--- config.mk ---
export PLATFORM = sky130hd
export DESIGN_NAME = mux2_bist
export DESIGN_NICKNAME = d
export VERILOG_FILES = /design/src/rtl/mux2_bist_pkg.sv /design/src/rtl/mux2_bist_pattern.sv /design/src/rtl/mux2_bist.sv
export SDC_FILE = /design/constraint.sdc
export NUM_CORES = 1
export LEC_CHECK = 0
export ABC_AREA = 1
export BUFFER_PORTS_ARGS = -buffer_cell sky130_fd_sc_hd__buf_4
export CAP_MARGIN = 30
export CORE_MARGIN = 5
export CORE_UTILIZATION = 62
export CTS_BUF_LIST = sky130_fd_sc_hd__clkbuf_8
export CTS_CLUSTER_SIZE = 40
export DETAILED_ROUTE_END_ITERATION = 7
export GPL_ROUTABILITY_DRIVEN = 1
export HOLD_SLACK_MARGIN = 0.03
export PLACE_DENSITY = 0.86
export SYNTH_ARGS = -nofsm -noshare
export SYNTH_HDL_FRONTEND = slang
export SYNTH_SLANG_ARGS = --single-unit
--- constraint.sdc ---
create_clock -name clk -period 2.5 [get_ports clk]
set_input_delay 0.25 -clock clk [delete_from_list [all_inputs] [get_ports clk]]
set_output_delay 0.25 -clock clk [all_outputs]
set_load 0.02 [all_outputs]
--- src/rtl/mux2_bist_pkg.sv ---
// Shared constants for the mux2 built-in self-test: FSM state codes and
// pattern/counter widths used by the decoder and the top-level sequencer.
package mux2_bist_pkg;

  localparam int N_PATTERNS = 8;
  localparam int IDX_W      = 3;
  localparam int CNT_W      = 4;

  // FSM state codes
  localparam logic [1:0] IDLE   = 2'd0;
  localparam logic [1:0] APPLY  = 2'd1;
  localparam logic [1:0] SAMPLE = 2'd2;
  localparam logic [1:0] DONE   = 2'd3;

endpackage

--- src/rtl/mux2_bist_pattern.sv ---
// Pattern decoder for the mux2 self-test: maps idx = {s,a,b} onto the mux2
// stimulus bits and the value a correct mux2 must return for that stimulus.
module mux2_bist_pattern
  import mux2_bist_pkg::*;
(
  input  logic [IDX_W-1:0] idx,
  output logic             a,
  output logic             b,
  output logic             s,
  output logic             expected
);

  assign s        = idx[2];
  assign a        = idx[1];
  assign b        = idx[0];
  assign expected = idx[2] ? idx[0] : idx[1];

endmodule

--- src/rtl/mux2_bist.sv ---
// Built-in self-test sequencer for mux2. Steps through all eight {s,a,b}
// patterns, holds each for HOLD_CYCLES settle cycles, samples y and keeps a
// mismatch count plus the index of the first mismatching pattern.
// Optional build macro MUX2_BIST_FAILMAP_EN adds a per-pattern fail_map output.
module mux2_bist
  import mux2_bist_pkg::*;
#(
  parameter int unsigned HOLD_CYCLES = 2
) (
  input  logic             clk,
  input  logic             reset,
  input  logic             start,
  output logic             a,
  output logic             b,
  output logic             s,
  input  logic             y,
  output logic             busy,
  output logic             done,
  output logic             pass,
  output logic [CNT_W-1:0] fail_count,
`ifdef MUX2_BIST_FAILMAP_EN
  output logic [N_PATTERNS-1:0] fail_map,
`endif
  output logic [IDX_W-1:0] first_fail_idx
);

  logic [1:0]       state, state_nxt;
  logic [IDX_W-1:0] idx, idx_nxt;
  logic [CNT_W-1:0] hold_cnt, hold_nxt;
  logic [CNT_W-1:0] fc_nxt;
  logic [IDX_W-1:0] ffi_nxt;
  logic             exp_q;
  logic             pat_a, pat_b, pat_s, pat_exp;
  logic             drive_en;
  logic             mismatch;
`ifdef MUX2_BIST_FAILMAP_EN
  logic [N_PATTERNS-1:0] map_nxt;
`endif

  // Decoder looks at the index the next cycle will hold, so the registered
  // stimulus and the registered expected value always describe the same pattern.
  mux2_bist_pattern u_pattern (
    .idx      (idx_nxt),
    .a        (pat_a),
    .b        (pat_b),
    .s        (pat_s),
    .expected (pat_exp)
  );

  assign busy     = (state == APPLY) || (state == SAMPLE);
  assign done     = (state == DONE);
  assign pass     = done && (fail_count == '0);
  // Case inequality so an undriven or unknown y is never mistaken for a match
  assign mismatch = (y !== exp_q);
  assign drive_en = (state_nxt == APPLY) || (state_nxt == SAMPLE);

  // Next-state, index, settle counter and result bookkeeping
  always_comb begin
    state_nxt = state;
    idx_nxt   = idx;
    hold_nxt  = hold_cnt;
    fc_nxt    = fail_count;
    ffi_nxt   = first_fail_idx;
`ifdef MUX2_BIST_FAILMAP_EN
    map_nxt   = fail_map;
`endif
    case (state)
      IDLE, DONE: begin
        if (start) begin
          state_nxt = APPLY;
          idx_nxt   = '0;
          hold_nxt  = '0;
          fc_nxt    = '0;
          ffi_nxt   = '0;
`ifdef MUX2_BIST_FAILMAP_EN
          map_nxt   = '0;
`endif
        end
      end
      APPLY: begin
        hold_nxt = hold_cnt + CNT_W'(1);
        if (hold_cnt == CNT_W'(HOLD_CYCLES - 1)) begin
          state_nxt = SAMPLE;
        end
      end
      SAMPLE: begin
        if (mismatch) begin
          fc_nxt = fail_count + CNT_W'(1);
          if (fail_count == '0) begin
            ffi_nxt = idx;
          end
`ifdef MUX2_BIST_FAILMAP_EN
          map_nxt[idx] = 1'b1;
`endif
        end
        if (idx == IDX_W'(N_PATTERNS - 1)) begin
          state_nxt = DONE;
        end else begin
          state_nxt = APPLY;
          idx_nxt   = idx + IDX_W'(1);
          hold_nxt  = '0;
        end
      end
      default: state_nxt = IDLE;
    endcase
  end

  // State, stimulus and result registers; reset discards any partial run
  always_ff @(posedge clk or posedge reset) begin
    if (reset) begin
      state          <= IDLE;
      idx            <= '0;
      hold_cnt       <= '0;
      fail_count     <= '0;
      first_fail_idx <= '0;
      a              <= 1'b0;
      b              <= 1'b0;
      s              <= 1'b0;
      exp_q          <= 1'b0;
`ifdef MUX2_BIST_FAILMAP_EN
      fail_map       <= '0;
`endif
    end else begin
      state          <= state_nxt;
      idx            <= idx_nxt;
      hold_cnt       <= hold_nxt;
      fail_count     <= fc_nxt;
      first_fail_idx <= ffi_nxt;
      a              <= drive_en & pat_a;
      b              <= drive_en & pat_b;
      s              <= drive_en & pat_s;
      exp_q          <= drive_en & pat_exp;
`ifdef MUX2_BIST_FAILMAP_EN
      fail_map       <= map_nxt;
`endif
    end
  end

endmodule
==> results.cfg, run 1 <==
[synthesis]
synth_compound_area_share_pct = 9.49
async_reset_ff_share_pct = 100
synth_edf_count = 0
synthAdderAreaFrac_pct = 8.63
synth.distinct_cells = 22
postSynthAreaPerCell_um2 = 8.34
yosys.area.top_type = dfrtp_1
ys_seq_area_share_pct = 43.1
synth-xor-area-share_pct = 0.755
ys_ff_latch = 20
synth_top_family_by_area = simple AND/OR/NAND/NOR gates
netlist_area_um2 = 1160
synth-simple-area-share_pct = 26.1
ys.flop_type = dfrtp_1
muxShareOfSynthArea_pct = 0
yosys_warnings = 0
synth_top_area_share_pct = 43.1
synth_nets = 151
netlist_top_cells_area = dfrtp_1 (43%), inv_1 (9.1%), ha_1 (8.6%), nand2_1 (8.4%), nand3_1 (5.6%)
postSynthCellCount = 139

[worst_setup_path]
cp-start-kind = register
endpoint_kind = register
crit_chain = inv_1, ha_1, inv_4, nor2_4, inv_1, nand2_1, nand2_1, nand2_2, nand2_1, nand2_2, nor2_1
critPathMaxStageDelay_ns = 0.42
cpMostUsedCell = nand2_1
critPathTopFamily = simple AND/OR/NAND/NOR gates
worst-setup-path-type = register to register
critical_path_arrival_ns = 1.88
cp.required_ns = 2.65
worst-path-max-fanout = 8
slowest_stage = dfrtp_1
crit_buf_inv = 3

[sta]
post-route-period-util_pct = 69.5
rsz0062_at_grt = no
finalSetupTns_ns = 0
clock_skew_ns = 0.00124
max-slew-margin-rel_pct = 51.5
period_needed_ns = 1.74
fmax_ghz = 0.576
hold_viol = 0
tightest_slew_ns = 0.727
setup_violations = 0
fin_ws_ns = 0.764
drv_slew = 0

[die]
die_area_um2 = 2840
start_util_pct = 66.5
die_x_um = 53.3
rows = 15
core_um2 = 1750
io_pins = 17
die_y_um = 53.3

[grt]
grt.overflow.total = 0
grt_max_degree = 21
antenna_found_initial = 0
grt_pass1_wl_um = 4020
grt_pass1_vias = 937
grtUsageTotal_pct = 19.8

[final_layout]
fin_nets = 171
diodes = 0
area_growth_pct = 18.2
final_area_um2 = 1370
post-route-util_pct = 78.6
drive_gt1_share_pct = 25.3
mostFrequentLayoutCell = inv_1
mostFrequentLayoutCells = inv_1 (28), nand2_1 (26), dfrtp_1 (20)

[hold_path]
hp-class = primary input to async pin

[pwr]
p_leak_nw = 0.714
max-vdd-ir-drop_uv = 1040
powerDensity_nw_per_um2 = 1030
finalPower_w = 0.00142

[routing]
ant_nets = 0
wl_per_cell_um = 12.3
drt_iter0_markers = 17
drt_pass1_iterations = 4
viasPerCell = 5.03
via_count = 921
drc = 0
finalWirelength_um = 2250

[clock_network]
clk_latency_ns = 0.26
cts_root_buf = clkbuf_8
cts-resized-gates = 0
htreeDepth = 1
post_cts_buffers = 0
cts_buffer_depth = 2
numCtsBuffers = 3
cts_tree = yes
clkSlewWorstSetupHoldPaths_ns = 0.07
clock-sinks = 20
cts_hold_buffers = 0

[placement]
place_area_um2 = 1300
pre_cts_ws_ns = 0.805
port_buffers = 16
dpl.hpwl_um = 1760
gp_congestion = 0.855

[flow_run]
maxCapViolCount = 0

[outcome]
status = complete, no violations
registers in the layout, summed over array words and instances (netlist names):
| name | count |
|---|---|
| fail_count | 4 |
| hold_cnt | 4 |
| first_fail_idx | 3 |
| idx | 3 |
| state | 2 |
| a | 1 |
| b | 1 |
| exp_q | 1 |
| s | 1 |
cells in the mapped netlist, types with 2 or more instances:
| cell type | count |
|---|---|
| o22ai_1 | 4 |
| ha_1 | 8 |
| nor2_1 | 9 |
| inv_2 | 4 |
| o21ai_2 | 2 |
| nand2_2 | 3 |
| nor2_4 | 3 |
| dfrtp_1 | 20 |
| nand2_1 | 26 |
| o21ai_0 | 3 |
| o21ai_4 | 2 |
| o21ai_1 | 2 |
| nand3_1 | 13 |
| nand2_4 | 2 |
| inv_1 | 28 |
| nor2_2 | 3 |
| a21oi_1 | 2 |
path summary, 6_finish.rpt:
| kind | from | end | slack (ns) | cells past startpoint |
|---|---|---|---|---|
| max | state[0]$_DFF_PP0_ | s$_DFF_PP0_ | 0.76 | 11 |
| max reg2reg | state[0]$_DFF_PP0_ | s$_DFF_PP0_ | 0.76 | 11 |
| min in group clk | start | state[1]$_DFF_PP0_ | 0.47 | 6 |
| min reg2reg | hold_cnt[2]$_DFFE_PP0P_ | hold_cnt[2]$_DFFE_PP0P_ | 0.52 | 1 |
| min | reset | first_fail_idx[1]$_DFFE_PP0P_ | 0.11 | 2 |
| max in group asynchronous | reset | s$_DFF_PP0_ | 1.93 | 2 |
layout make-up:
class | count | area (µm²)
Multi-Input combinational cell | 85 | 522
Inverter | 33 | 126
Clock inverter | 1 | 30.0
Tap cell | 25 | 31.3
Sequential cell | 20 | 500
Timing Repair Buffer | 16 | 120
Fill cell | 120 | 374
Clock buffer | 3 | 41.3
logic make-up after synthesis:
kind of cell,after synthesis
AOI/OAI and AO/OA,15
adders and majority gates,8
xor gates and xnor gates,1
and+or+nand+nor,61
DFF,20
buffers and inverters,34
report_power, final:
| group | internal (W) | switching (W) |
|---|---|---|
| clock | 0.000214 | 0.000109 |
| combinational | 0.000221 | 0.000448 |
| sequential | 0.000377 | 0.0000489 |
| total | 0.000812 | 0.000607 |
layer usage:
layer  wire, µm  GRT usage, %
met1        906          21.6
met2       1180          35.7
met3        102          3.66
met4         53          10.2
met5          0             0
through the flow:
step                instances  hold WS, ns
finish                    183        0.112
global route              183        0.183
CTS                       183        0.139
detailed placement        179        0.422
global placement          179        0.417
floorplan                 139        0.214
worst register-to-register path, stage by stage, from the launching register on:
cell	delay, ns
dfrtp_1	0.42
inv_1	0.11
ha_1	0.39
inv_4	0.09
nor2_4	0.15
inv_1	0.07
nand2_1	0.06
nand2_1	0.07
nand2_2	0.07
nand2_1	0.06
nand2_2	0.09
nor2_1	0.05
Note: power is estimated with default switching activity, not from simulation.
==> run 2, diff against run 1 <==
--- a/config.mk
+++ b/config.mk
@@ -9,13 +9,13 @@
 export BUFFER_PORTS_ARGS = -buffer_cell sky130_fd_sc_hd__buf_4
 export CAP_MARGIN = 30
 export CORE_MARGIN = 5
-export CORE_UTILIZATION = 62
+export CORE_UTILIZATION = 58
 export CTS_BUF_LIST = sky130_fd_sc_hd__clkbuf_8
 export CTS_CLUSTER_SIZE = 40
 export DETAILED_ROUTE_END_ITERATION = 7
 export GPL_ROUTABILITY_DRIVEN = 1
 export HOLD_SLACK_MARGIN = 0.03
-export PLACE_DENSITY = 0.86
+export PLACE_DENSITY = 0.81
 export SYNTH_ARGS = -nofsm -noshare
 export SYNTH_HDL_FRONTEND = slang
 export SYNTH_SLANG_ARGS = --single-unit
==> constraint.sdc (replaced) <==
create_clock -name clk -period 1.8 [get_ports clk]
set_input_delay 0.18 -clock clk [delete_from_list [all_inputs] [get_ports clk]]
set_output_delay 0.18 -clock clk [all_outputs]
set_load 0.02 [all_outputs]
==> run 2 against run 1 <==
Hold slack worse by 0.052 ns. Via count rose by 2.7%. Power grew 39%. Maximum frequency rose by 3.6%. First-iteration DRC count is the same. Combinational power up 39%. Sequential share of layout area fell by 0.13 points. Clock skew about the same. Highest routed layer unchanged. Flip-flop and latch count unchanged. Cell count is 1.1% higher. Global-route usage shrank 0.44 points.
==> results.cfg, run 2 (synthesized netlist as in run 1, its figures left out) <==
[clock_network]
clkSlewWorstSetupHoldPaths_ns = 0.08
cts_buffer_depth = 2
clock-sinks = 20
cts_tree = yes
clk_latency_ns = 0.26
cts_root_buf = clkbuf_8
htreeDepth = 1
numCtsBuffers = 3

[routing]
drt_iter0_markers = 17
viasPerCell = 5.11
drc = 0
finalWirelength_um = 2390
wl_per_cell_um = 12.9
via_count = 946
ant_nets = 0
drt_pass1_iterations = 4

[worst_setup_path]
crit_chain = inv_1, ha_2, nand2_2, inv_2, nor2_4, nand2_4, o21ai_2, nand3_1, o21ai_1
critPathTopFamily = flip-flops
cp-start-kind = register
slowest_stage = dfrtp_1
worst-setup-path-type = register to register
critPathMaxStageDelay_ns = 0.43
cp.required_ns = 1.98
endpoint_kind = register
critical_path_arrival_ns = 1.86
crit_buf_inv = 2
worst-path-max-fanout = 4

[hold_path]
hp-class = primary input to async pin

[sta]
rsz0062_at_grt = no
setup_violations = 0
fin_ws_ns = 0.124
tightest_slew_ns = 0.767
period_needed_ns = 1.68
hold_viol = 0
drv_slew = 0
finalSetupTns_ns = 0
fmax_ghz = 0.597
max-slew-margin-rel_pct = 48.8
clock_skew_ns = 0.00142
post-route-period-util_pct = 93.1

[placement]
placed_cells = 181
place_area_um2 = 1300
pre_cts_ws_ns = 0.0870
dpl.hpwl_um = 1730
port_buffers = 16
gp_congestion = 0.834

[final_layout]
instances_no_fill = 185
mostFrequentLayoutCell = inv_1
diodes = 0
area_growth_pct = 18.7
reg.largest.list = fail_count x4, hold_cnt x4
drive_gt1_share_pct = 25.9
mostFrequentLayoutCells = inv_1 (28), nand2_1 (26), dfrtp_1 (20)
final_area_um2 = 1380
post-route-util_pct = 70.9
fin_nets = 171
nFillCells = 157

[pwr]
powerDensity_nw_per_um2 = 1430
max-vdd-ir-drop_uv = 975
p_leak_nw = 0.712

[die]
die_area_um2 = 2990
core_um2 = 1940
start_util_pct = 59.7
die_x_um = 54.7
io_pins = 17
rows = 16
die_y_um = 54.7

[grt]
grt_pass1_wl_um = 3980
grt_max_degree = 21
antenna_found_initial = 0
grtUsageTotal_pct = 19.4
grt_pass1_vias = 930
grt.overflow.total = 0

[outcome]
status = complete, no violations

[flow_run]
maxCapViolCount = 0
[run 2: cell count changes in the layout (fill, tap and decap cells not counted)]
cell	change
ha_1	-1
ha_2	+1
[run 2: area by class of cell]
cell class	count	area [µm²]	share of cell area (%)
clock buffer	3	41.3	3.00
timing repair buffer	16	120	8.73
clock inverter	1	30.0	2.18
inverter	33	126	9.18
tap	27	33.8	2.45
sequential	20	500	36.4
multi-input combinational	85	524	38.1
[run 2: path summary, 6_finish.rpt]
check	start	slack [ns]	to	depth (start not counted)
worst max-delay path	state[0]$_DFF_PP0_	0.12	first_fail_idx[2]$_DFFE_PP0P_	9
worst min-delay path	reset	0.06	idx[2]$_DFF_PP0_	2
worst max register to register	state[0]$_DFF_PP0_	0.12	first_fail_idx[2]$_DFFE_PP0P_	9
worst min register to register	hold_cnt[2]$_DFFE_PP0P_	0.53	hold_cnt[2]$_DFFE_PP0P_	1
max in group asynchronous	reset	1.26	hold_cnt[0]$_DFFE_PP0P_	2
min in group clk	start	0.43	idx[1]$_DFF_PP0_	6
[run 2: where the power goes]
group / switching, W / internal [W]
Clock: 0.000150 / 0.000297
Combinational: 0.000619 / 0.000310
Sequential: 0.0000685 / 0.000524
Total: 0.000838 / 0.00113
[run 2: what timing repair did]
action	in CTS	in global routing
hold buffers	0	0
endpoints found under the setup margin	0	9
resized for setup	0	1
setup buffers	0	0
[run 2: through the flow]
stage	power, W	hold WS [ns]
2_1_floorplan	0.00130	0.144
3_3_place_gp	0.00148	0.347
3_5_place_dp	0.00151	0.355
4_1_cts	0.00197	0.0760
5_1_grt	0.00211	0.121
6_report	0.00197	0.0605
[run 2: per-layer routing]
metal / global-route usage [%] / vias to the layer above / routed length, µm / part of all wire (%)
met5: 0 / - / 0 / 0
met4: 10.8 / 0 / 56 / 2.3
met3: 4.09 / 8 / 123 / 5.2
met2: 34.6 / 31 / 1260 / 53
met1: 20.8 / 443 / 946 / 40
li1: - / 464 / - / -
